--- config.mk ---
export PLATFORM = sky130hd
export DESIGN_NAME = prog_counter
export DESIGN_NICKNAME = d
export VERILOG_FILES = /design/src/rtl/prog_counter_pkg.sv /design/src/rtl/prog_counter_cnt_prescaler.sv /design/src/rtl/prog_counter.sv
export SDC_FILE = /design/constraint.sdc
export NUM_CORES = 1
export LEC_CHECK = 0
export ABC_AREA = 1
export BUFFER_PORTS_ARGS = -buffer_cell sky130_fd_sc_hd__buf_2
export CORE_ASPECT_RATIO = 1.1
export CORE_MARGIN = 8
export CORE_UTILIZATION = 50
export CTS_CLUSTER_DIAMETER = 80
export CTS_CLUSTER_SIZE = 20
export DETAILED_ROUTE_END_ITERATION = 6
export PLACE_DENSITY = 0.74
export SETUP_SLACK_MARGIN = 0.4
export SLEW_MARGIN = 10
export SYNTH_ARGS = -nofsm -noshare
export SYNTH_HDL_FRONTEND = slang
export SYNTH_HIERARCHICAL = 1
export SYNTH_SLANG_ARGS = --single-unit
--- constraint.sdc ---
create_clock -name clk -period 10.4 [get_ports clk]
set_input_delay 0.52 -clock clk [delete_from_list [all_inputs] [get_ports clk]]
set_output_delay 0.52 -clock clk [all_outputs]
set_load 0.005 [all_outputs]
--- src/rtl/prog_counter_pkg.sv ---
`default_nettype none
// ============================================================================
//  Module   : prog_counter_pkg
//  Purpose  : Shared types and constants for the programmable counter.
//             cnt_mode_e selects the terminal-count behaviour. DIR_UP and
//             DIR_DOWN are the two encodings of the direction input.
//  Revision : 1.0  initial release
// ============================================================================
package prog_counter_pkg;

  typedef enum logic [1:0] {
    WRAP    = 2'd0,
    SAT     = 2'd1,
    ONESHOT = 2'd2
  } cnt_mode_e;

  localparam logic DIR_UP   = 1'b0;
  localparam logic DIR_DOWN = 1'b1;

endpackage : prog_counter_pkg
`default_nettype wire

--- src/rtl/prog_counter_cnt_prescaler.sv ---
`default_nettype none
// ============================================================================
//  Module   : cnt_prescaler
//  Purpose  : Tick generator. It produces one advance tick for every
//             div_i+1 enabled cycles.
//  Ports    : clk    - clock
//             rst    - synchronous active-high reset (clears count)
//             clr_i  - synchronous clear (counter load)
//             en_i   - enable; the count holds while this is low
//             div_i  - divisor minus one (0 = tick every enabled cycle)
//             tick_o - advance qualifier for the current cycle
//  Revision : 1.0  initial release
// ============================================================================
module cnt_prescaler #(
  parameter int unsigned PRESC_W = 8
) (
  input  logic               clk,
  input  logic               rst,
  input  logic               clr_i,
  input  logic               en_i,
  input  logic [PRESC_W-1:0] div_i,
  output logic               tick_o
);

  logic [PRESC_W-1:0] presc_q;
  logic [PRESC_W-1:0] presc_d;
  logic               w_hit;

  // The tick is combinational from the count register. It only feeds the
  // counter's next-state logic and never reaches a module output directly.
  assign w_hit  = (presc_q == div_i);
  assign tick_o = en_i & w_hit;

  always_comb begin
    presc_d = presc_q;
    if (clr_i) begin
      presc_d = '0;
    end else if (en_i) begin
      presc_d = w_hit ? '0 : presc_q + 1'b1;
    end
  end

  always_ff @(posedge clk) begin
    if (rst) begin
      presc_q <= '0;
    end else begin
      presc_q <= presc_d;
    end
  end

endmodule : cnt_prescaler
`default_nettype wire

--- src/rtl/prog_counter.sv ---
`default_nettype none
// ============================================================================
//  Module   : prog_counter
//  Purpose  : Programmable up/down counter with step, limit, and
//             WRAP / SAT / ONESHOT terminal behaviour. It provides a one-cycle
//             terminal-count pulse and a sticky done flag.
//  Ports    : clk, rst (sync, active-high), en_i, load_i, load_val_i, dir_i,
//             step_i, cnt_max_i, mode_i, [presc_div_i], cnt_o, tc_o, done_o
//  Config   : PROG_COUNTER_PRESCALE_EN adds presc_div_i. When this macro is
//             defined, an advance happens once per presc_div_i+1 enabled
//             cycles.
//  Revision : 1.0  initial release
// ============================================================================
module prog_counter
  import prog_counter_pkg::*;
#(
  parameter int unsigned W       = 48,
  parameter int unsigned PRESC_W = 8
) (
  input  logic               clk,
  input  logic               rst,
  input  logic               en_i,
  input  logic               load_i,
  input  logic [W-1:0]       load_val_i,
  input  logic               dir_i,
  input  logic [W-1:0]       step_i,
  input  logic [W-1:0]       cnt_max_i,
  input  logic [1:0]         mode_i,
`ifdef PROG_COUNTER_PRESCALE_EN
  input  logic [PRESC_W-1:0] presc_div_i,
`endif
  output logic [W-1:0]       cnt_o,
  output logic               tc_o,
  output logic               done_o
);

  logic [W-1:0] cnt_q, cnt_d;
  logic         tc_q, tc_d;
  logic         done_q, done_d;

  logic [W:0]   w_sum;
  logic [W-1:0] w_up_next;
  logic [W-1:0] w_dn_next;
  logic [W-1:0] w_adv_next;
  logic [W-1:0] w_lim;
  logic         w_down;
  logic         w_term;
  logic         w_land;
  logic         w_tick;
  logic         w_adv;
  logic         w_sat_like;
  logic         w_oneshot;

  // Prescaler. A done counter is stopped, so the prescaler is frozen with it.
`ifdef PROG_COUNTER_PRESCALE_EN
  cnt_prescaler #(
    .PRESC_W (PRESC_W)
  ) u_presc (
    .clk    (clk),
    .rst    (rst),
    .clr_i  (load_i),
    .en_i   (en_i & ~done_q),
    .div_i  (presc_div_i),
    .tick_o (w_tick)
  );
`else
  logic w_unused_presc;
  assign w_unused_presc = ^PRESC_W;
  assign w_tick         = 1'b1;
`endif

  // Mode code 3 is not decoded, so it falls through to WRAP behaviour.
  assign w_sat_like = (mode_i == SAT) || (mode_i == ONESHOT);
  assign w_oneshot  = (mode_i == ONESHOT);
  assign w_down     = (dir_i == DIR_DOWN);

  // The up sum uses one extra bit so a carry out of W bits still clamps
  // to cnt_max instead of wrapping to a small value.
  assign w_sum      = {1'b0, cnt_q} + {1'b0, step_i};
  assign w_up_next  = (w_sum > {1'b0, cnt_max_i}) ? cnt_max_i : w_sum[W-1:0];
  assign w_dn_next  = (step_i > cnt_q) ? '0 : (cnt_q - step_i);
  assign w_adv_next = w_down ? w_dn_next : w_up_next;
  assign w_lim      = w_down ? '0 : cnt_max_i;

  // A count above cnt_max while counting up is a terminal event, not overflow.
  assign w_term     = w_down ? (cnt_q == '0) : (cnt_q >= cnt_max_i);
  assign w_land     = (w_adv_next == w_lim);
  assign w_adv      = en_i & ~done_q & w_tick;

  always_comb begin
    cnt_d  = cnt_q;
    tc_d   = 1'b0;
    done_d = done_q;
    if (load_i) begin
      cnt_d  = load_val_i;
      done_d = 1'b0;
    end else if (w_adv) begin
      if (w_term) begin
        if (w_sat_like) begin
          // Already at the limit: hold quietly. If the count is beyond the
          // limit (cnt_max lowered at run time), pull it back onto the limit,
          // and treat that as the first arrival.
          cnt_d  = w_lim;
          tc_d   = (cnt_q != w_lim);
          done_d = w_oneshot & (cnt_q != w_lim);
        end else begin
          cnt_d = w_down ? cnt_max_i : '0;
          tc_d  = 1'b1;
        end
      end else begin
        cnt_d = w_adv_next;
        // SAT and ONESHOT pulse on the edge that first lands on the limit.
        if (w_sat_like && w_land) begin
          tc_d   = 1'b1;
          done_d = w_oneshot;
        end
      end
    end
  end

  always_ff @(posedge clk) begin
    if (rst) begin
      cnt_q  <= '0;
      tc_q   <= 1'b0;
      done_q <= 1'b0;
    end else begin
      cnt_q  <= cnt_d;
      tc_q   <= tc_d;
      done_q <= done_d;
    end
  end

  assign cnt_o  = cnt_q;
  assign tc_o   = tc_q;
  assign done_o = done_q;

endmodule : prog_counter
`default_nettype wire

==> summary.md <==
| Metric | Value |
|---|---|
| Fin Setup TNS | `0 ns` |
| Setup CP Type | `reg -> reg` |
| Initial drt markers | `2282` |
| Crit-path max FO | `53` |
| Static leakage | `0.00902 uW` |
| Post-cts resize count | `0` |
| Synth unique cells | `49` |
| Xor/xnor share of the synthesized area | `6.17%` |
| Inserted Clock Buffers | `5` |
| Unrepaired setup endpoints after global routing | `no` |
| Mapped Cells | `2745` |
| Worst hold path type | `in -> reg` |
| Max incr delay on CP | `0.70 ns` |
| Layout area overhead | `8.60%` |
| Crit path top cell by count | `nand2_1` |
| Post-route ant nets | `0` |
| Synth Net Count | `3091` |
| Final Net Count | `3219` |
| Required time of the critical path | `10.65 ns` |
| F_max | `149 MHz` |
| Crit path DAT | `6.95 ns` |
| Crit-path slowest cell | `xor2_1` |
| Final RePlAce weighted congestion | `1.13` |
| Worst-margin pin slew | `1.06 ns` |
| First-pass GRT wire length | `111000 um` |
| CTS Hold Bufs | `0` |
| Worst setup EP type | `register` |
| DIE AREA | `36200 um^2` |
| Gr ovfl total | `0` |
| Mux contribution to synthesized area | `0%` |
| Sequential power share | `14.3%` |
| All-Layer GR Usage | `40.4%` |
| Min cycle time layout | `6.70 ns` |
| Root Buffer | `clkbuf_16` |
| Cell Area, Placed | `16300 um^2` |
| Pre-antenna DRT Iters | `7` |
| Post-Route WL | `76000 um` |
| Top-area cell type share of the netlist area | `18.0%` |
| Synthesized flop and latch total | `50` |
| Sw frac | `59.5%` |
| Post-synthesis sequential area ratio | `6.59%` |
| Post-synth EDFFs | `0` |
| Fill cell count | `3261` |
| Power density cells | `106 nW/um^2` |
| Final instance area | `16500 um^2` |
| H-tree depth | `2` |
| Synth Flop Type | `dfxtp_1` |
| Die height | `199 um` |
| Final Hold Violating Endpoints | `0` |
| Top cell type by total area after synthesis | `nand2_1` |
| Post-synthesis area per instance | `5.53 um^2` |
| Initial antenna violation count | `1` |
| Synth top area cells | `nand2_1, ha_1, inv_1` |
| Rows | `67` |
| Vias post-DR | `19700` |
| Worst skew pair latency | `0.31 ns` |
| Final setup violation count | `0` |
| Compound-Gate Fraction of Synth Area | `18.3%` |
| Logic pwr share | `73.7%` |
| Post-DR vias/cell | `6.05` |
| I/O pin cnt | `201` |
| Total of max-cap violations | `0` |
| Register Area | `1000 um^2` |
| Post-synth ARST share | `0%` |
| Reg clk slew, reported paths | `0.08 ns` |
| Status | `complete, no violations` |
| Power share of the clock group | `12.0%` |
| Internal | `704 uW` |
| Worst vdd ir | `0.0765 mV` |
| Via count of the first global-routing pass | `18400` |
| Largest net degree at the start of global routing | `54` |
| Antenna diodes | `0` |
| # DRC | `0` |
| IO Port Bufs | `200` |
| Slew Limit Fails | `0` |
| Routed len/inst | `23.4 um` |
| YS warnings | `6` |
| Clk sinks | `50` |
| Simple-Gate Fraction of Synth Area | `38.9%` |
| Startpoint Class | `register` |
| Adder-cell area share of the yosys netlist | `16.2%` |
| Clk buf depth | `2` |
| Final clock skew | `0.0125 ns` |
| Layout cells sized above 1 | `9.92%` |
| Largest family of logic cells by synthesized area | `simple AND/OR/NAND/NOR gates` |
| CTS tree | `yes` |
| DP HPWL | `63300 um` |
| Post-CTS Setup Inserts | `0` |
| Multi-input logic area | `12100 um^2` |
| Initial Util | `50.3%` |
| Design Power | `1740 uW` |
| Core ar. | `30200 um^2` |
| Synthesized area | `15200 um^2` |
| Fin crit share | `64.4%` |
| Psw | `1040 uW` |
| Worst Hold Margin | `0.469 ns` |
| Max-slew headroom | `28.8%` |
| Chip Width | `182 um` |
## per-layer routing
layer / wire, um / GRT usage [%] / vias up
li1: - / - / 9230
met1: 29200 / 47.8 / 8814
met2: 32000 / 63.7 / 1309
met3: 7610 / 8.51 / 318
met4: 7190 / 30.8 / 2
met5: 9 / 0 / -
## per-stage QoR
stage	setup slack (ns)	util (%)	cells
floorplan	6.05	-	2745
global placement	4.08	54.1	3245
detailed placement	4.02	54.1	3245
CTS	4.07	54.6	3253
global route	3.40	54.6	3253
finish	3.70	54.6	3253
## worst max-delay path: cells and delay by family, from the launching register on
family | cells | cell delay, ns
xor+xnor | 1 | 0.70
buf+inv | 3 | 0.38
compound gates | 1 | 0.10
flops | 1 | 0.53
fa+ha+maj | 3 | 1.15
simple gates | 27 | 3.74
## power groups by stage
stage / combinational (uW) / sequential, uW / clock, uW
3_5_place_dp: 1230 / 251 / 0
3_3_place_gp: 1220 / 249 / 0
2_1_floorplan: 823 / 240 / 0
4_1_cts: 1240 / 246 / 203
5_1_grt: 1390 / 248 / 212
6_report: 1280 / 249 / 208
## synthesized netlist by cell type, drive strengths merged, types with 2 or more instances
master	number
a31oi	47
buf	62
nand3b	12
xnor2	22
nor4	28
or2	7
and3	3
o31ai	4
nand4	63
a21oi	189
clkinv	2
nand3	221
ha	193
a21o	14
dfxtp	50
clkbuf	40
inv	425
o21a	10
fa	2
xor2	85
nand2	741
o211ai	28
nor2	270
o21bai	19
a21boi	5
nor3	28
o21ai	159
o221ai	11
## final cells by class
| type | instances | area share, % |
|---|---|---|
| Tap cell | 379 | 2.88 |
| Sequential cell | 50 | 6.07 |
| Inverter | 427 | 9.72 |
| Timing Repair Buffer | 223 | 7.12 |
| Clock inverter | 2 | 0.228 |
| Multi-Input combinational cell | 2166 | 73.2 |
| Clock buffer | 6 | 0.782 |
## registers in the layout, indices dropped and copies added (netlist names)
register / flops
cnt_o: 48
done_o: 1
tc_o: 1
## cell families (layout without fill, tap and decap cells)
logic type	Yosys count	in the layout
compound gates	488	488
xor+xnor	107	107
buf+inv	529	658
flops	50	50
fa+ha+maj	195	195
simple gates	1376	1376
## final timing paths
check                   to     startpoint  cells after the start  slack (ns)
hold / removal    cnt_o[6]  load_val_i[6]                      3        0.47
hold reg to reg     done_o         done_o                      2        0.49
setup reg to reg    done_o       cnt_o[0]                     35        3.70
setup / recovery    done_o       cnt_o[0]                     35        3.70
## cells in the final DEF (no fill, tap or decap), drive strengths merged, types with 4 or more instances in the layout
cell type	instances
dfxtp	50
xnor2	22
nor4	28
o221ai	11
xor2	85
nand2	741
o211ai	28
o21ai	159
nand4	63
nor2	270
nor3	28
o21a	10
ha	193
o21bai	19
clkbuf	6
a21oi	189
nand3	221
a21o	14
nand3b	12
o31ai	4
a21boi	5
or2	7
buf	223
inv	426
a31oi	47
Power figures use the tool's default switching activity.
